File: config.mk
export PLATFORM = sky130hd
export DESIGN_NAME = hmc_reset_sequencer
export DESIGN_NICKNAME = d
export VERILOG_FILES = /design/src/rtl/hmc_reset_pkg.sv /design/src/rtl/hmc_sync_2ff.sv /design/src/rtl/hmc_reset_sequencer.sv
export SDC_FILE = /design/constraint.sdc
export NUM_CORES = 1
export LEC_CHECK = 0
export ABC_AREA = 1
export CAP_MARGIN = 30
export CORE_UTILIZATION = 52
export CTS_BUF_LIST = sky130_fd_sc_hd__clkbuf_16
export DETAILED_ROUTE_END_ITERATION = 8
export GPL_TIMING_DRIVEN = 0
export PLACE_DENSITY = 0.75
export SYNTH_ARGS = -nofsm -noshare
export SYNTH_HDL_FRONTEND = slang
export SYNTH_SLANG_ARGS = --single-unit
File: constraint.sdc
create_clock -name clk_hmc -period 1.7 [get_ports clk_hmc]
set_clock_uncertainty 0.2 [all_clocks]
set_input_delay 0.34 -clock clk_hmc [delete_from_list [all_inputs] [get_ports clk_hmc]]
set_output_delay 0.34 -clock clk_hmc [all_outputs]
set_load 0.02 [all_outputs]
File: src/rtl/hmc_reset_pkg.sv
// Shared types and constants for the HMC reset sequencer.
// The state encodings are also exported on state_o for debug.
package hmc_reset_pkg;

  typedef enum logic [2:0] {
    ST_HOLD      = 3'd0,
    ST_WAIT_LOCK = 3'd1,
    ST_CTRL_UP   = 3'd2,
    ST_RUN       = 3'd3,
    ST_SOFT      = 3'd4,
    ST_LOCK_ERR  = 3'd5
  } rst_state_e;

  localparam int LOCK_FILTER_LEN = 4;
  localparam int SYNC_STAGES     = 2;
  localparam int FILT_W          = $clog2(LOCK_FILTER_LEN);

endpackage

File: src/rtl/hmc_sync_2ff.sv
// Flop-chain synchroniser bringing a single asynchronous level into the local clock domain.
// Uses a synchronous active-low clear.
module hmc_sync_2ff
  import hmc_reset_pkg::*;
(
  input  logic clk,
  input  logic res_n,
  input  logic d,
  output logic q
);

  logic [SYNC_STAGES-1:0] sync_q;

  always_ff @(posedge clk) begin
    if (!res_n) sync_q <= '0;
    else        sync_q <= {sync_q[SYNC_STAGES-2:0], d};
  end

  assign q = sync_q[SYNC_STAGES-1];

endmodule

File: src/rtl/hmc_reset_sequencer.sv
// Staged reset release for the HMC controller.
// The controller core comes out of reset first, then the user/AXI side follows after a fixed delay.
module hmc_reset_sequencer
  import hmc_reset_pkg::*;
#(
  parameter int HOLD_CYCLES  = 16,
  parameter int LOCK_TIMEOUT = 1024,
  parameter int USER_DELAY   = 8,
  parameter int CNT_W        = 16
) (
  input  logic       clk_hmc,
  input  logic       res_n_hmc,
  input  logic       pll_locked,
  input  logic       soft_rst_req,
  output logic       soft_rst_ack,
  output logic       res_n_ctrl,
  output logic       res_n_user_out,
  output logic       init_done,
  output logic       lock_err,
  output logic [2:0] state_o
);

  localparam logic [CNT_W-1:0]  HOLD_LAST    = CNT_W'(HOLD_CYCLES - 1);
  localparam logic [CNT_W-1:0]  TIMEOUT_LAST = CNT_W'(LOCK_TIMEOUT - 1);
  localparam logic [CNT_W-1:0]  USER_LAST    = CNT_W'(USER_DELAY - 1);
  localparam logic [FILT_W-1:0] FILT_LAST    = FILT_W'(LOCK_FILTER_LEN - 1);

  rst_state_e        state;
  logic [CNT_W-1:0]  cnt;
  logic [FILT_W-1:0] filt;
  logic              lock_s;

  hmc_sync_2ff u_lock_sync (
    .clk   (clk_hmc),
    .res_n (res_n_hmc),
    .d     (pll_locked),
    .q     (lock_s)
  );

  // Outputs are updated on the transition edge itself so they always match the state they accompany.
  always_ff @(posedge clk_hmc) begin
    if (!res_n_hmc) begin
      state          <= ST_HOLD;
      cnt            <= '0;
      filt           <= '0;
      res_n_ctrl     <= 1'b0;
      res_n_user_out <= 1'b0;
      init_done      <= 1'b0;
      lock_err       <= 1'b0;
      soft_rst_ack   <= 1'b0;
    end else begin
      case (state)
        ST_HOLD: begin
          filt <= '0;
          if (cnt == HOLD_LAST) begin
            state <= ST_WAIT_LOCK;
            cnt   <= '0;
          end else begin
            cnt <= cnt + CNT_W'(1);
          end
        end

        ST_WAIT_LOCK: begin
          if (lock_s && (filt == FILT_LAST)) begin
            state      <= ST_CTRL_UP;
            cnt        <= '0;
            filt       <= '0;
            res_n_ctrl <= 1'b1;
          end else if (cnt == TIMEOUT_LAST) begin
            state    <= ST_LOCK_ERR;
            cnt      <= '0;
            filt     <= '0;
            lock_err <= 1'b1;
          end else begin
            cnt  <= cnt + CNT_W'(1);
            filt <= lock_s ? filt + FILT_W'(1) : '0;
          end
        end

        // Losing lock before the user side is released wins over the delay expiring.
        ST_CTRL_UP: begin
          if (!lock_s) begin
            state      <= ST_HOLD;
            cnt        <= '0;
            res_n_ctrl <= 1'b0;
          end else if (cnt == USER_LAST) begin
            state          <= ST_RUN;
            cnt            <= '0;
            res_n_user_out <= 1'b1;
            init_done      <= 1'b1;
          end else begin
            cnt <= cnt + CNT_W'(1);
          end
        end

        ST_RUN: begin
          if (soft_rst_req) begin
            state          <= ST_SOFT;
            res_n_ctrl     <= 1'b0;
            res_n_user_out <= 1'b0;
            init_done      <= 1'b0;
            soft_rst_ack   <= 1'b1;
          end else if (!lock_s) begin
            state          <= ST_HOLD;
            cnt            <= '0;
            res_n_ctrl     <= 1'b0;
            res_n_user_out <= 1'b0;
            init_done      <= 1'b0;
          end
        end

        ST_SOFT: begin
          if (!soft_rst_req) begin
            state        <= ST_HOLD;
            cnt          <= '0;
            soft_rst_ack <= 1'b0;
          end
        end

        ST_LOCK_ERR: begin
          if (soft_rst_req) begin
            state        <= ST_SOFT;
            lock_err     <= 1'b0;
            soft_rst_ack <= 1'b1;
          end
        end

        default: begin
          state          <= ST_HOLD;
          cnt            <= '0;
          filt           <= '0;
          res_n_ctrl     <= 1'b0;
          res_n_user_out <= 1'b0;
          init_done      <= 1'b0;
          lock_err       <= 1'b0;
          soft_rst_ack   <= 1'b0;
        end
      endcase
    end
  end

  assign state_o = state;

endmodule

; Word level (Yosys, flattened, before mapping)
; Index checks and enable logic that the tools add are counted.
[op_classes]
bitwise_logic = 5
order_cmp = 0
n_eq_ne = 23
reduce_logical = 14
n_addsub = 2
multipliers = 0
mux = 39
div_mod_pow = 0
shift = 0
[op_table]
columns = cell, count
row1 = two-way mux 16 bit, 8
row2 = one-hot mux 16 bit (6 select lines), 1
row3 = two-way mux 3 bit, 9
row4 = inequality test 2 bit (second input constant), 9
row5 = one-hot mux 3 bit (6 select lines), 1
row6 = adder 16 x 1 -> 16 bit (second input constant), 1
row7 = equality test 16 x 10 -> 1 bit (second input constant), 1
row8 = equality test 16 x 3 -> 1 bit (second input constant), 1
row9 = equality test 16 x 4 -> 1 bit (second input constant), 1
row10 = two-way mux 1 bit, 12
row11 = AND reduction 4 bit, 3
row12 = OR reduction 4 bit, 3
row13 = inequality test 3 bit (second input constant), 3
row14 = one-hot mux 1 bit (3 select lines), 3
row15 = equality test 3 x 2 -> 1 bit (second input constant), 2
row16 = equality test 3 bit (second input constant), 2
row17 = two-way mux 2 bit, 3
row18 = AND reduction 6 bit, 1
row19 = OR reduction 3 bit, 2
row20 = NOT 1 bit, 5
row21 = inequality test 2 x 1 -> 1 bit (second input constant), 2
row22 = one-hot mux 1 bit (4 select lines), 1
row23 = one-hot mux 2 bit (2 select lines), 1
row24 = equality test 3 x 1 -> 1 bit (second input constant), 1
row25 = 7 further kinds, 7
[totals]
rom_bits = 0
ramBits = 0
ff_bits = 27
latch_bits = 0
elab_cells = 91
memories = 0

; Logic depth before layout (Yosys ltp)
[depth]
word_depth = 5
ltp_mapped = 12
mapped_depth_nobuf = 11

; Modules after synthesis
; A second synthesis with hierarchy kept.
[unflattened]
cells_unflattened = 248
area_unflattened_um2 = 1594.0
[by_module_without_submodules]
columns = module, n_inst, seq_area_each_um2, cells_per_inst, area_per_inst_um2
row1 = hmc_reset_sequencer, 1, 500.5, 242, 1539.0
row2 = hmc_sync_2ff, 1, 40.0, 6, 55.1

; Least setup slack after synthesis
; Ideal clock, no wire load.
[synth_path]
kind = register to register
start = register cnt[1]
end = register cnt[7]
t_arrival_ns = 1.324
required_time_ns = 1.381
setup_time_ns = 0.119
stages_incl_launch_ff = 9
slack_ns = 0.057
synth_period_minus_slack_ns = 1.643
path_buffers = 0
path_cell_list = dfxtp_1 ha_1 nand3_4 nor2_1 nand2_1 nand2_2 nand3_4 o21ai_4 nor2_1
[synth_via]
elab_chain_len = 4
word_cells_on_any_way = 10
[synth_rtl]
columns = item, line_no
row1 = "start, declared", hmc_reset_sequencer.sv:29  ; logic [CNT_W-1:0] cnt;
row2 = "start signal, assigned", hmc_reset_sequencer.sv:59  ; cnt <= cnt + CNT_W'(1);
row3 = "start signal, assigned", hmc_reset_sequencer.sv:75  ; cnt <= cnt + CNT_W'(1);
row4 = "start signal, assigned", hmc_reset_sequencer.sv:92  ; cnt <= cnt + CNT_W'(1);
row5 = "adder 16 x 1 -> 16 bit, or another cell as far along", "hmc_reset_sequencer.sv:59, hmc_reset_sequencer.sv:75, hmc_reset_sequencer.sv:92"
row6 = two-way mux 16 bit (on tied branches), "hmc_reset_sequencer.sv:86, hmc_reset_sequencer.sv:69"
row7 = two-way mux 16 bit (on tied branches), "hmc_reset_sequencer.sv:82, hmc_reset_sequencer.sv:64"
row8 = one-hot mux 16 bit (6 select lines) (*), hmc_reset_sequencer.sv:52  ; case (state)
; Mark *: on every way between the ends. The rest lies on a longest branch, timed or not.
; A chain may end at the register's enable or synchronous reset.

; Final worst setup path
[layout_path]
start = register cnt[1]
end = register cnt[10]
; Same word-level chain as after synthesis.

==> flow_summary.yaml <==
global_routing:
  grt_use_total: 0.237
  antenna_found_initial: 0
  overflow: 0
  grt_max_degree: 16
  grt_pass1_vias: 1424
  grt_pass1_wl_um: 6360
floorplanning:
  chipHeight_um: 59.5
  die_x_um: 59.5
  initial_utilization: 0.554
  die_area_mm2: 0.00354
  core_area_mm2: 0.00310
  row_count: 20
  pin_count: 12
worst_setup_path:
  start_kind: "flop"
  crit_chain: "ha_4 > nand3_4 > nor2_4 > nand2_2 > nand2_4 > nand3_4 > buf_12 > nand3b_1 > a21oi_1"
  cp_common_cell: "nand3_4"
  crit_type: "flop to flop"
  crit_family: "simple AND/OR/NAND/NOR gates"
  critPathLaunch: "cnt[1]$_SDFFE_PN0P_"
  cp.buffers_inverters: 1
  rr_worst_depth: 9
  cp_data_arrival_time_ns: 1.65
  cp_max_fo: 6
  crit_path_max_incr_delay_ns: 0.37
  r2r_slack_ns: -0.01
  r2r_end: "cnt[10]$_SDFFE_PN0P_"
  required_ns: 1.63
  slowest_stage: "dfxtp_4"
  end_kind: "flop"
  r2r_start: "cnt[1]$_SDFFE_PN0P_"
finish:
  finalInstanceArea_mm2: 0.00207
  n_fill_cell: 272
  diodes: 0
  final_cell_mix: "nand2_1, nor2_1, inv_1"
  finalNetCount: 281
  final_common_cell: "nand2_1"
  drive_gt1_frac: 0.230
  regArea_um2: 559
  multi_input_area_mm2: 0.00106
  synthToLayoutAreaGrowth_pct: 20.3
clocking:
  path_clk_slew_ns: 0.07
  hold_buffers: 0
  root_buffer: "clkbuf_16"
  htreeDepth: 1
  numCtsBuffers: 3
  clkLatencyLatePin_ns: 0.26
  cts_tree: "done"
  clock-sinks: 27
  max-clock-path-buffers: 2
synthesis:
  ys_seq_area_frac: 0.315
  post_synth.cell_area_avg_um2: 6.76
  synth_area_leaders: "dfxtp_1, nand2_1, nor2_1"
  synthDistinctLibCells: 32
  postSynthNetCount: 260
  yosysTopAreaCell: "dfxtp_1"
  netlist_instances: 254
  yosysWarnings: 0
  syn_area_mm2: 0.00172
  ys_ff_latch: 27
  yosysTopAreaCellShare: 0.315
sta:
  fin_crit_sh: 1.01
  tightest_slew_ns: 0.516
  hold_viol_final: 0
  drv_slew: 0
  fin_hold_ws_ns: 0.214
  slew_headroom: 0.656
  setup_viol_count_final: 6
  worst_slack_ns: -0.0142
  period_needed_ns: 1.71
  fmax_mhz: 583
  setup_tns_ns: -0.0350
  grt_setup_unrepaired: "yes"
hold_path:
  hp-class: "flop to flop"
  holdPathEnd: "u_lock_sync.sync_q[1]$_SDFF_PN0_"
  holdPathStages: 2
  hp-start: "u_lock_sync.sync_q[0]$_SDFF_PN0_"
detailed_routing:
  firstDrtPassIters: 5
  vias_per_cell: 5.11
  drtIter0Drc: 72
  route.vias.total: 1624
  wl_um: 3770
  final_antenna_net_count: 0
  wl_per_cell_um: 11.9
  drc: 0
placement:
  hpwl_um: 2660
  routabilityCongestion: 0.883
  io_buffer_count: 11
  place_area_mm2: 0.00188
outcome:
  violations: "setup timing"
  status: "finished, violations left"
power:
  peakVddDrop_v: 0.000919
  power_leakage_uw: 0.000904
  p_per_area_mw_per_mm2: 1410
job:
  max_cap_violations: 0
==> Yosys cell counts <==
| cell | instances |
|---|---|
| nand2_2 | 8 |
| ha_1 | 2 |
| nor2_2 | 5 |
| xor2_1 | 5 |
| o21ai_0 | 6 |
| nor3b_1 | 1 |
| o22ai_1 | 1 |
| o21ai_2 | 1 |
| a21o_1 | 2 |
| a21oi_1 | 15 |
| nand2_4 | 2 |
| o21ai_4 | 1 |
| o211ai_2 | 1 |
| nand4_1 | 7 |
| inv_1 | 26 |
| inv_2 | 4 |
| nand4_2 | 1 |
| a211oi_1 | 1 |
| nor2_4 | 5 |
| nand3_4 | 2 |
| o211ai_1 | 1 |
| dfxtp_1 | 27 |
| a31oi_1 | 1 |
| xnor2_1 | 3 |
| o21bai_1 | 1 |
| buf_6 | 2 |
| nand2_1 | 62 |
| nand3_1 | 12 |
| clkbuf_1 | 2 |
| nor2_1 | 42 |
| buf_4 | 2 |
| nand3b_1 | 3 |
==> what timing repair did <==
action,4_1_cts,5_1_grt
pin swaps,2,7
endpoints found under the setup margin,26,23
setup buffers,2,3
gates resized for setup,19,18
==> sequential cells by signal, summed over array words and instances (netlist names) <==
name and count:
lock_err 1, soft_rst_ack 1, u_lock_sync.sync_q 2, filt 2, cnt 16, init_done 1
state_o 3, res_n_ctrl 1
==> through the flow <==
stage                     total power [µW]  std cells  worst slack [ns]  utilization
final                                 2910        318           -0.0142        0.666
after global routing                  3130        318            -0.102        0.666
after global placement                2150        309            -0.396        0.607
after detailed placement              2160        309            -0.383        0.607
after floorplan                       1830        254            0.0566            -
after CTS                             2840        315           0.00603        0.646
==> worst max-delay path by stage <==
stage	depth (start not counted)	slack, ns	end
CTS	9	0.006	cnt[8]$_SDFFE_PN0P_
detailed placement	9	-0.38	state_o[2]$_SDFFE_PN0P_
global route	8	-0.10	cnt[2]$_SDFFE_PN0P_
floorplan	8	0.06	cnt[7]$_SDFFE_PN0P_
global placement	9	-0.40	state_o[2]$_SDFFE_PN0P_
finish	9	-0.01	cnt[10]$_SDFFE_PN0P_
==> per-layer routing <==
layer,vias to the layer above,track usage,part of all wire
met5,-,0,0
met4,0,0.0918,0.015
met3,7,0.0349,0.066
met2,48,0.361,0.46
met1,717,0.336,0.46
li1,852,-,-
==> tightest hold or removal path, delay by kind of cell (launching register included) <==
family / cells / cell delay, ns
DFF: 1 / 0.31
and+or+nand+nor: 1 / 0.04
buffers and inverters: 1 / 0.04
==> layout make-up <==
type	instances	area share
multi-input combinational	191	0.515
inverter	30	0.0545
tap	44	0.0266
timing repair buffer	16	0.0726
clock inverter	1	0.00242
sequential	27	0.271
buffer	6	0.0218
clock buffer	3	0.0363
==> cells by family after synthesis <==
logic type / Yosys count / synth area share
AND/OR/NAND/NOR: 150 / 0.426
buffers and inverters: 36 / 0.0918
XOR/XNOR: 8 / 0.0408
AO/OA/AOI/OAI: 31 / 0.112
flip-flops: 27 / 0.315
adder cells (fa/ha/maj): 2 / 0.0146
==> power breakdown <==
part / leakage (µW) / switching (µW) / internal, µW
Clock: 0.0000409 / 231 / 318
Combinational: 0.000639 / 950 / 606
Sequential: 0.000224 / 80.1 / 726
Total: 0.000904 / 1260 / 1650
Note: power is estimated with default switching activity, not from simulation.
